--- src/rtl/lsu_issue_queue.sv ---
// lsu_issue_queue: in-order LSU issue queue; resolves head operands from GRF/bypass, then issues to EXE.
module lsu_issue_queue #(
  parameter int INSN_W = 113,
  parameter int DEPTH  = 16,
  parameter int DATA_W = 32,
  parameter int REG_W  = 5,
  parameter int DEP_W  = 4,
  parameter int CNT_W  = $clog2(DEPTH + 1)
) (
  input  logic                  clk,
  input  logic                  rst,
  input  logic                  enq_valid,
  output logic                  enq_ready,
  input  logic [INSN_W-1:0]     enq_insn,
  input  logic [2*REG_W-1:0]    enq_rs,
  input  logic [2*DEP_W-1:0]    enq_dep,
  input  logic [DATA_W-1:0]     enq_imm,
  input  logic                  enq_use_imm,
  output logic [CNT_W-1:0]      count,
  output logic [1:0]            grf_req_valid,
  input  logic [1:0]            grf_req_ready,
  output logic [2*REG_W-1:0]    grf_req_addr,
  input  logic [1:0]            grf_rsp_valid,
  input  logic [2*DATA_W-1:0]   grf_rsp_data,
  output logic [1:0]            byp_req_valid,
  input  logic [1:0]            byp_req_ready,
  output logic [2*DEP_W-1:0]    byp_req_tag,
  input  logic [1:0]            byp_rsp_valid,
  input  logic [2*DATA_W-1:0]   byp_rsp_data,
  output logic                  exe_valid,
  input  logic                  exe_ready,
  output logic [INSN_W-1:0]     exe_insn,
  output logic [DATA_W-1:0]     exe_op1,
  output logic [DATA_W-1:0]     exe_op2
);
  localparam int PW = $clog2(DEPTH);
  localparam logic [DEP_W-1:0] NO_DEP = '1;
  typedef enum logic [1:0] {IDLE, COLLECT, ISSUE} stateT;
  stateT state;
  logic [INSN_W-1:0] insnMem [DEPTH];
  logic [2*REG_W-1:0] rsMem [DEPTH];
  logic [2*DEP_W-1:0] depMem [DEPTH];
  logic [DATA_W-1:0] immMem [DEPTH];
  logic [DEPTH-1:0] useImmMem;
  logic [PW:0] wrPtr, rdPtr;
  logic push, pop, ld, fromEnq, ldUseImm;
  logic [PW-1:0] headIdx;
  logic [2*REG_W-1:0] ldRs, opRs;
  logic [2*DEP_W-1:0] ldDep, opDep;
  logic [DATA_W-1:0] ldImm;
  logic [1:0] reqV, waitRsp, done, isByp, reqHs, rspV;
  logic [1:0][DATA_W-1:0] opData, rspD;
  assign count = CNT_W'(wrPtr - rdPtr);
  assign enq_ready = count != CNT_W'(DEPTH);
  assign push = enq_valid & enq_ready;
  assign pop = exe_valid & exe_ready;
  assign ld = (state == IDLE && count != '0) || (pop && (count > CNT_W'(1) || push));
  // On a pop the next head is the following slot, or the entry being pushed right now if the queue drains to it.
  assign fromEnq = state == ISSUE && count == CNT_W'(1);
  assign headIdx = state == ISSUE ? rdPtr[PW-1:0] + PW'(1) : rdPtr[PW-1:0];
  assign ldRs = fromEnq ? enq_rs : rsMem[headIdx];
  assign ldDep = fromEnq ? enq_dep : depMem[headIdx];
  assign ldImm = fromEnq ? enq_imm : immMem[headIdx];
  assign ldUseImm = fromEnq ? enq_use_imm : useImmMem[headIdx];
  assign grf_req_valid = reqV & ~isByp;
  assign byp_req_valid = reqV & isByp;
  assign grf_req_addr = opRs;
  assign byp_req_tag = opDep;
  for (genvar i = 0; i < 2; i++) begin : gOp
    assign reqHs[i] = reqV[i] & (isByp[i] ? byp_req_ready[i] : grf_req_ready[i]);
    assign rspV[i] = isByp[i] ? byp_rsp_valid[i] : grf_rsp_valid[i];
    assign rspD[i] = isByp[i] ? byp_rsp_data[i*DATA_W +: DATA_W] : grf_rsp_data[i*DATA_W +: DATA_W];
  end
  always_ff @(posedge clk) begin
    if (push) begin
      insnMem[wrPtr[PW-1:0]] <= enq_insn;
      rsMem[wrPtr[PW-1:0]] <= enq_rs;
      depMem[wrPtr[PW-1:0]] <= enq_dep;
      immMem[wrPtr[PW-1:0]] <= enq_imm;
      useImmMem[wrPtr[PW-1:0]] <= enq_use_imm;
    end
  end
  always_ff @(posedge clk or posedge rst) begin
    if (rst) begin
      state <= IDLE;
      wrPtr <= '0;
      rdPtr <= '0;
      reqV <= '0;
      waitRsp <= '0;
      done <= '0;
      isByp <= '0;
      opData <= '0;
      opRs <= '0;
      opDep <= '0;
      exe_valid <= 1'b0;
      exe_insn <= '0;
      exe_op1 <= '0;
      exe_op2 <= '0;
    end else begin
      if (push) wrPtr <= wrPtr + (PW+1)'(1);
      if (pop) begin
        rdPtr <= rdPtr + (PW+1)'(1);
        exe_valid <= 1'b0;
      end
      if (ld) begin
        state <= COLLECT;
        opRs <= ldRs;
        opDep <= ldDep;
        reqV <= {~ldUseImm, 1'b1};
        isByp <= {ldDep[DEP_W +: DEP_W] != NO_DEP && !ldUseImm, ldDep[DEP_W-1:0] != NO_DEP};
        done <= {ldUseImm, 1'b0};
        waitRsp <= '0;
        opData <= {ldImm, DATA_W'(0)};
      end else if (pop) begin
        state <= IDLE;
        done <= '0;
      end else if (state == COLLECT) begin
        if (&done) begin
          state <= ISSUE;
          exe_valid <= 1'b1;
          exe_insn <= insnMem[rdPtr[PW-1:0]];
          exe_op1 <= opData[0];
          exe_op2 <= opData[1];
        end
        for (int i = 0; i < 2; i++) begin
          if (reqHs[i]) begin
            reqV[i] <= 1'b0;
            if (rspV[i]) begin
              opData[i] <= rspD[i];
              done[i] <= 1'b1;
            end else waitRsp[i] <= 1'b1;
          end else if (waitRsp[i] && rspV[i]) begin
            opData[i] <= rspD[i];
            done[i] <= 1'b1;
            waitRsp[i] <= 1'b0;
          end
        end
      end
    end
  end
endmodule

--- config.mk ---
export PLATFORM = sky130hd
export DESIGN_NAME = lsu_issue_queue
export DESIGN_NICKNAME = d
export VERILOG_FILES = /design/src/rtl/lsu_issue_queue.sv
export SDC_FILE = /design/constraint.sdc
export NUM_CORES = 2
export LEC_CHECK = 0
export CELL_PAD_IN_SITES_DETAIL_PLACEMENT = 1
export CELL_PAD_IN_SITES_GLOBAL_PLACEMENT = 1
export CORE_MARGIN = 8
export CORE_UTILIZATION = 34
export DETAILED_ROUTE_END_ITERATION = 12
export PLACE_DENSITY = 0.66
export SLEW_MARGIN = 20
export SYNTH_ARGS = -nofsm -noshare
export SYNTH_HDL_FRONTEND = slang
export SYNTH_SLANG_ARGS = --single-unit
--- constraint.sdc ---
create_clock -name clk -period 16.4 [get_ports clk]
set_input_delay 3.28 -clock clk [delete_from_list [all_inputs] [get_ports clk]]
set_output_delay 3.28 -clock clk [all_outputs]
set_load 0.005 [all_outputs]
; ---- Word level (Yosys, flattened, before mapping)
; Memory sizes are Yosys's and may differ from the RTL's. A register that Yosys moved wholly into a read port is not among the register bits.
; Cells that the tools add are included.
[totals]
wordCells = 144
ram_bits = 2608
regBits = 183
in_bits = 304
out_inout_bits = 206
mem_count = 4
[mem_list]
columns = memory, depth, word_bits, read_ports, rd_clocked_by_memory_dff, write_ports, line
row1 = insnMem, 16, 113, 1, 1, 1, 40  ; logic [INSN_W-1:0] insnMem [DEPTH];
row2 = immMem, 16, 32, 1, 0, 1, 43  ; logic [DATA_W-1:0] immMem [DEPTH];
row3 = rsMem, 16, 10, 1, 0, 1, 41  ; logic [2*REG_W-1:0] rsMem [DEPTH];
row4 = depMem, 16, 8, 1, 0, 1, 42  ; logic [2*DEP_W-1:0] depMem [DEPTH];
[op_classes]
n_mux = 59
n_lt_le_gt_ge = 4
bitwise = 10
n_eq_ne = 13
n_reduce_logical = 32
addsub = 4
[op_table]
columns = op, count
row1 = $mux W32, 9
row2 = $mux W64, 3
row3 = $mux W1, 28
row4 = $mux W2, 13
row5 = $bwmux W16, 1
row6 = $reduce_and A4 Y1, 4
row7 = $reduce_and A3 Y1, 4
row8 = $reduce_bool A3 Y1, 4
row9 = $add A5 B1 Y5 const B, 2
row10 = $lt A4 B5 Y1 const B, 2
row11 = $mux W10, 1
row12 = $mux W8, 1
row13 = $ne A4 B3 Y1 const B, 2
row14 = $ne A4 B4 Y1 const B, 2
row15 = $reduce_bool A4 Y1, 2
row16 = $logic_and A1 B1 Y1, 7
row17 = $ne A3 B2 Y1 const B, 2
row18 = $ne A3 B3 Y1 const B, 2
row19 = $reduce_bool A2 Y1, 3
row20 = $eq A5 B1 Y1 const B, 1
row21 = $gt A5 B1 Y1 const B, 1
row22 = $ne A5 B5 Y1 const B, 1
row23 = $reduce_and A5 Y1, 1
row24 = $reduce_bool A5 Y1, 1
row25 = other kinds (17), 25

; ---- Longest topological paths before layout
[depth]
word_depth = 8
depth_mapped = 16

; ---- Worst setup path after synthesis
; No wires, ideal clock.
[synth_timing]
path_kind = in2reg
from = in enq_valid
to = mem depMem[4][0] in the netlist's numbering, enable pin
t_arrival_ns = 15.378
path_stages = 2
slack_ns = 0.099
path_cell_list = o211ai_1 -> nor3b_1
[synth_between]
elab_chain_cells = 3
[synth_rtl]
columns = item, line
row1 = from (decl), 12  ; input logic enq_valid,
row2 = $and A1 B1 Y1, 55  ; assign push = enq_valid & enq_ready;
row3 = $mux W1, 75  ; if (push) begin
row4 = $mux W1 (not written as such), 78  ; depMem[wrPtr[PW-1:0]] <= enq_dep;
row5 = to (decl), 42
; Every way passes these cells.

; ---- Worst setup path after layout
[layout_timing]
from = reg rdPtr[0]
to = out enq_ready
[layout_between]
elab_chain_cells = 2
[layout_rtl]
columns = item, line
row1 = from (decl), 45  ; logic [PW:0] wrPtr, rdPtr;
row2 = from (signal assigned), 102  ; rdPtr <= rdPtr + (PW+1)'(1);
row3 = $sub A5 B5 Y5, 53  ; assign count = CNT_W'(wrPtr - rdPtr);
row4 = $ne A5 B5 Y1, 54  ; assign enq_ready = count != CNT_W'(DEPTH);
row5 = to (decl), 13  ; output logic enq_ready,
; Every way passes these cells.

==> run summary <==
The flow ran to the end, and the final reports show no timing, DRC or antenna violations. The worst path arrival time came out at 4.26 ns. The total congestion overflow came out at 0. TritonCTS created 315 clock buffers. For the pin with the worst max-slew slack, the measured transition is 1.116 ns. The chip height is 586.7 um. The simple-gate share of the synthesized area is 0.02942. The setup skew after layout came out at 0.05602 ns. Of all cell types, the one taking the most synthesized area is sky130_fd_sc_hd__edfxtp_1. The synthesized net count is 5430.

The die footprint came out at 344300 um^2. The number of nets in the layout is 6071. The number of design-rule violations left by the first detailed-router iteration came out at 4408. The worst vdd rail ir drop came out at 0.2300 mV. Of the available clock period, the critical path in the final layout requires 0.4598. The worst setup path is captured at an output pin. The detailed route wirelength on metal3 is 17890 um. Once layout is complete, the utilization of the core stands at 0.4048. The largest individual stage delay along the critical path comes from the cell sky130_fd_sc_hd__dfrtp_4. TritonCTS built the clock tree. The worst slew slack as a fraction of its limit came out at 0.2559. Setup repair after global routing left no endpoint under its margin. The count of endpoints failing setup in the final report came out at 0.

The total of max-cap violations came out at 0. The clock root buffer master is sky130_fd_sc_hd__clkbuf_16. In this run the worst setup path terminates at enq_ready. The area fraction of the dominant cell type after synthesis is 0.7115.

Measured against the total synthesized area, the mux share comes to 0.1727. The number of antenna violations at the first check in global routing is 72. The compound-cell area share of the yosys netlist came out at 0.009162.

The synthesized netlist contains 49 unique library cells. The standby leakage power is 42.88 nW. Counting instances in the post-synthesis netlist gives the leading cell types as sky130_fd_sc_hd__edfxtp_1 (2624), sky130_fd_sc_hd__mux4_2 (799), sky130_fd_sc_hd__nand2_1 (675). The post-detailed-route wirelength per cell came out at 27.58 um. The average cell area after synthesis is 21.65 um^2. The top achievable clock speed is 132.6 MHz. The number of buffers inserted by hold repair at cts is 0. The remaining design rule violation count is 0. The number of buffers inserted by port buffering came out at 509.

The initial standard-cell utilization of the core is 0.3416. Of the synthesized area, sequential elements account for 0.7747. Measured along the x axis, the die boundary spans 586.7 um. The core box area came out at 324300 um^2. The detailed router put a total of 124200 um of wire on met1.

The via count of the first global-routing pass was 57500. The total number of yosys warnings came out at 0. Across all hold checks on the routed design, the worst slack comes to 0.4395 ns. The number of nets with antenna violations after detailed routing came out at 0. The total count of hold-check failures in the final report came to 0. STA classifies the critical path startpoint as a register.

The critical path goes through ha_1 > inv_1 > fa_1 > a21o_1 > a21oi_1 > xnor2_1 > nand2_1 > or2_2 > clkdlybuf4s50_1. For this design the top-level I/O count stands at 510. The critical path required time is 13.12 ns. For the final routed database, the setup TNS stands at 0 ns. The overall track demand over capacity in global routing is 0.1617. After clock tree synthesis, the clock-pin slew on the worst setup and hold paths is 0.06 ns.

The largest net degree at the start of global routing came out at 105. The async set or reset register ratio after synthesis is 0.09642. The number of post-CTS setup repair buffers is 0. After synthesis the cells add up to 110800 um^2. The critical path runs through a total of 9 cells. The worst setup path is of the register to output pin kind. Measured in cells, the most critical reg-to-reg path has a length of 12.

The floorplan has 209 rows. The power density relative to cell area is 176.0 nW/um^2. In this run the worst path has a maximum fanout of 37.

Routability-driven placement finished with a final weighted congestion of 0.7306. The total buffers and inverters traversed by the critical path is 2. The later pin in the worst-skew pair is clocked with a latency of 0.92 ns. The number of detailed-routing iterations run before antenna repair is 7. The routed layout has 53030 vias.

The total length of routed wires came out at 285600 um. The power after layout came out at 23.11 mW. The fraction of layout instances using a drive strength above 1 is 0.2270. The H-tree was split into 5 levels.

Of the total synthesized cell area, the portion taken by XOR and XNOR cells is 0.001435. No sink is reached through more buffers than the 4 on the longest clock path. The flop and latch count out of synthesis is 2904. The count of clock tree sinks is 2904. The origin of the worst setup path is rdPtr[0]. The signed area change from the synthesized netlist to the final layout came out at 18.52%. The number of cells produced by synthesis came out at 5116. The post-layout minimum cycle time came out at 7.541 ns.

Of the total synthesized cell area, the portion taken by full adders, half adders and majority gates is 0.001198. Yosys attributes the largest share of cell area to sky130_fd_sc_hd__edfxtp_1 (71%), sky130_fd_sc_hd__mux4_2 (16%), sky130_fd_sc_hd__dfrtp_1 (6.3%), sky130_fd_sc_hd__nand2_1 (2.3%), sky130_fd_sc_hd__mux2i_1 (0.99%). In this design, the stage delay of the slowest critical-path cell is 0.91 ns. By area, the combinational part of the netlist is dominated by multiplexers. The endpoint identified for the worst register-to-register timing path is insnMem[2][37]. The startpoint identified for the worst register-to-register timing path is rdPtr[0]. Using the TritonRoute via totals, the vias-per-cell ratio works out to 5.122.

sky130_fd_sc_hd__edfxtp_1 is the most common cell in the netlist. Setup slack on the worst reg-to-reg path comes out at 9.96 ns. The first-pass GRT wire length is 414700 um. The path class of the tightest hold or removal check is register to register.

The placed wire-length estimate is 159300 um. The highest layer touched by signal routing is met5. The family of cells with the greatest summed delay on the critical path is flip-flops. The count of final max-slew check failures was 0. In this run, post-CTS repair resized a total of 0 instances.

The total length of routed met2 wires came out at 137700 um. The prevailing post-synth register cell is sky130_fd_sc_hd__edfxtp_1. Yosys mapped a number of flops with a built-in enable equal to 2624.
==> power by group <==
group	total (mW)	internal [mW]	switching, mW	leakage, nW
registers	9.51	9.08	0.425	27.2
logic	6.67	3.19	3.48	10.8
clock network	6.93	4.00	2.93	4.92
==> flip-flops by register name, summed over array words and instances (netlist names), 5 cells and up <==
signal	flops
useImmMem	16
exe_op2	32
opData	64
depMem	128
wrPtr	5
insnMem	1808
immMem	512
grf_req_addr	10
byp_req_tag	8
exe_insn	113
rsMem	160
exe_op1	32
rdPtr	5
==> cells in the final DEF (no fill, tap or decap), types with 6 or more instances in the layout <==
master,n
sky130_fd_sc_hd__edfxtp_1,2624
sky130_fd_sc_hd__mux4_2,799
sky130_fd_sc_hd__nand2_1,675
sky130_fd_sc_hd__clkdlybuf4s50_1,509
sky130_fd_sc_hd__clkbuf_16,316
sky130_fd_sc_hd__dfrtp_1,275
sky130_fd_sc_hd__mux2i_1,109
sky130_fd_sc_hd__nor2_1,89
sky130_fd_sc_hd__clkbuf_1,73
sky130_fd_sc_hd__buf_4,73
sky130_fd_sc_hd__clkinv_1,62
sky130_fd_sc_hd__a31oi_1,44
sky130_fd_sc_hd__a21oi_1,43
sky130_fd_sc_hd__clkinv_2,43
sky130_fd_sc_hd__o31ai_1,33
sky130_fd_sc_hd__bufinv_16,22
sky130_fd_sc_hd__diode_2,19
sky130_fd_sc_hd__buf_12,16
sky130_fd_sc_hd__o21ai_0,14
sky130_fd_sc_hd__clkbuf_8,14
sky130_fd_sc_hd__nand3_1,13
sky130_fd_sc_hd__and2_4,12
sky130_fd_sc_hd__xnor2_1,10
sky130_fd_sc_hd__ha_1,9
sky130_fd_sc_hd__inv_6,9
sky130_fd_sc_hd__a211oi_1,8
sky130_fd_sc_hd__inv_16,8
sky130_fd_sc_hd__clkinv_16,8
sky130_fd_sc_hd__nor3_1,7
sky130_fd_sc_hd__inv_1,7
sky130_fd_sc_hd__nor2b_1,7
sky130_fd_sc_hd__o211ai_1,6
sky130_fd_sc_hd__clkinv_4,6
==> how the worst min path moves through the flow <==
stage	startpoint	end	slack (ns)	depth (start not counted)
detailed placement	opData[23]	exe_op1[23]	0.45	2
finish	opData[6]	exe_op1[6]	0.44	2
global route	opData[6]	exe_op1[6]	0.46	2
CTS	opData[6]	exe_op1[6]	0.44	2
floorplan	opData[0]	exe_op1[0]	0.44	2
global placement	opData[29]	exe_op1[29]	0.45	2
==> cell type report <==
cell class / instances / area (um^2)
diodes: 19 / 47.55
clock buffers: 403 / 8374
clock inverters: 167 / 1743
fillers: 30710 / 193000
inverters: 10 / 52.55
multi-input cells: 1926 / 23820
flip-flops and latches: 2904 / 85820
well taps: 4325 / 5411
repair buffers: 600 / 6002
==> per-layer routing <==
layer | vias to the layer above | track usage
met3 | 416 | 0.03338
met5 | - | 0
met4 | 26 | 0.03582
met1 | 28720 | 0.2227
li1 | 22230 | -
met2 | 1639 | 0.2661
==> worst register-to-register path, stage by stage, from the launching register on <==
cell                      delay (ns)
sky130_fd_sc_hd__dfrtp_4        0.91
sky130_fd_sc_hd__ha_1           0.33
sky130_fd_sc_hd__inv_1          0.07
sky130_fd_sc_hd__fa_1           0.41
sky130_fd_sc_hd__xor2_1         0.24
sky130_fd_sc_hd__nor3b_1        0.08
sky130_fd_sc_hd__mux2i_1        0.47
sky130_fd_sc_hd__or2_2          0.22
sky130_fd_sc_hd__and2_1         0.28
sky130_fd_sc_hd__nor3b_1        0.58
sky130_fd_sc_hd__and2_4         0.66
sky130_fd_sc_hd__buf_4          0.83
sky130_fd_sc_hd__buf_4          0.93
==> cell families (layout without fill, tap and decap cells) <==
logic type / Yosys count / after routing
multiplexers: 911 / 911
AND/OR/NAND/NOR: 828 / 828
flip-flops: 2904 / 2904
adder cells (fa/ha/maj): 10 / 10
buffers and inverters: 286 / 1180
AO/OA/AOI/OAI: 161 / 161
XOR/XNOR: 16 / 16
other: 0 / 19
==> through the flow <==
stage	setup WS, ns	instance area (um^2)	instances
global route	8.551	131200	10340
CTS	8.716	131200	10330
floorplan	0.09940	110800	5116
global placement	8.920	121100	9764
detailed placement	8.845	121100	9764
finish	8.859	131300	10350
Power figures use the tool's default switching activity.
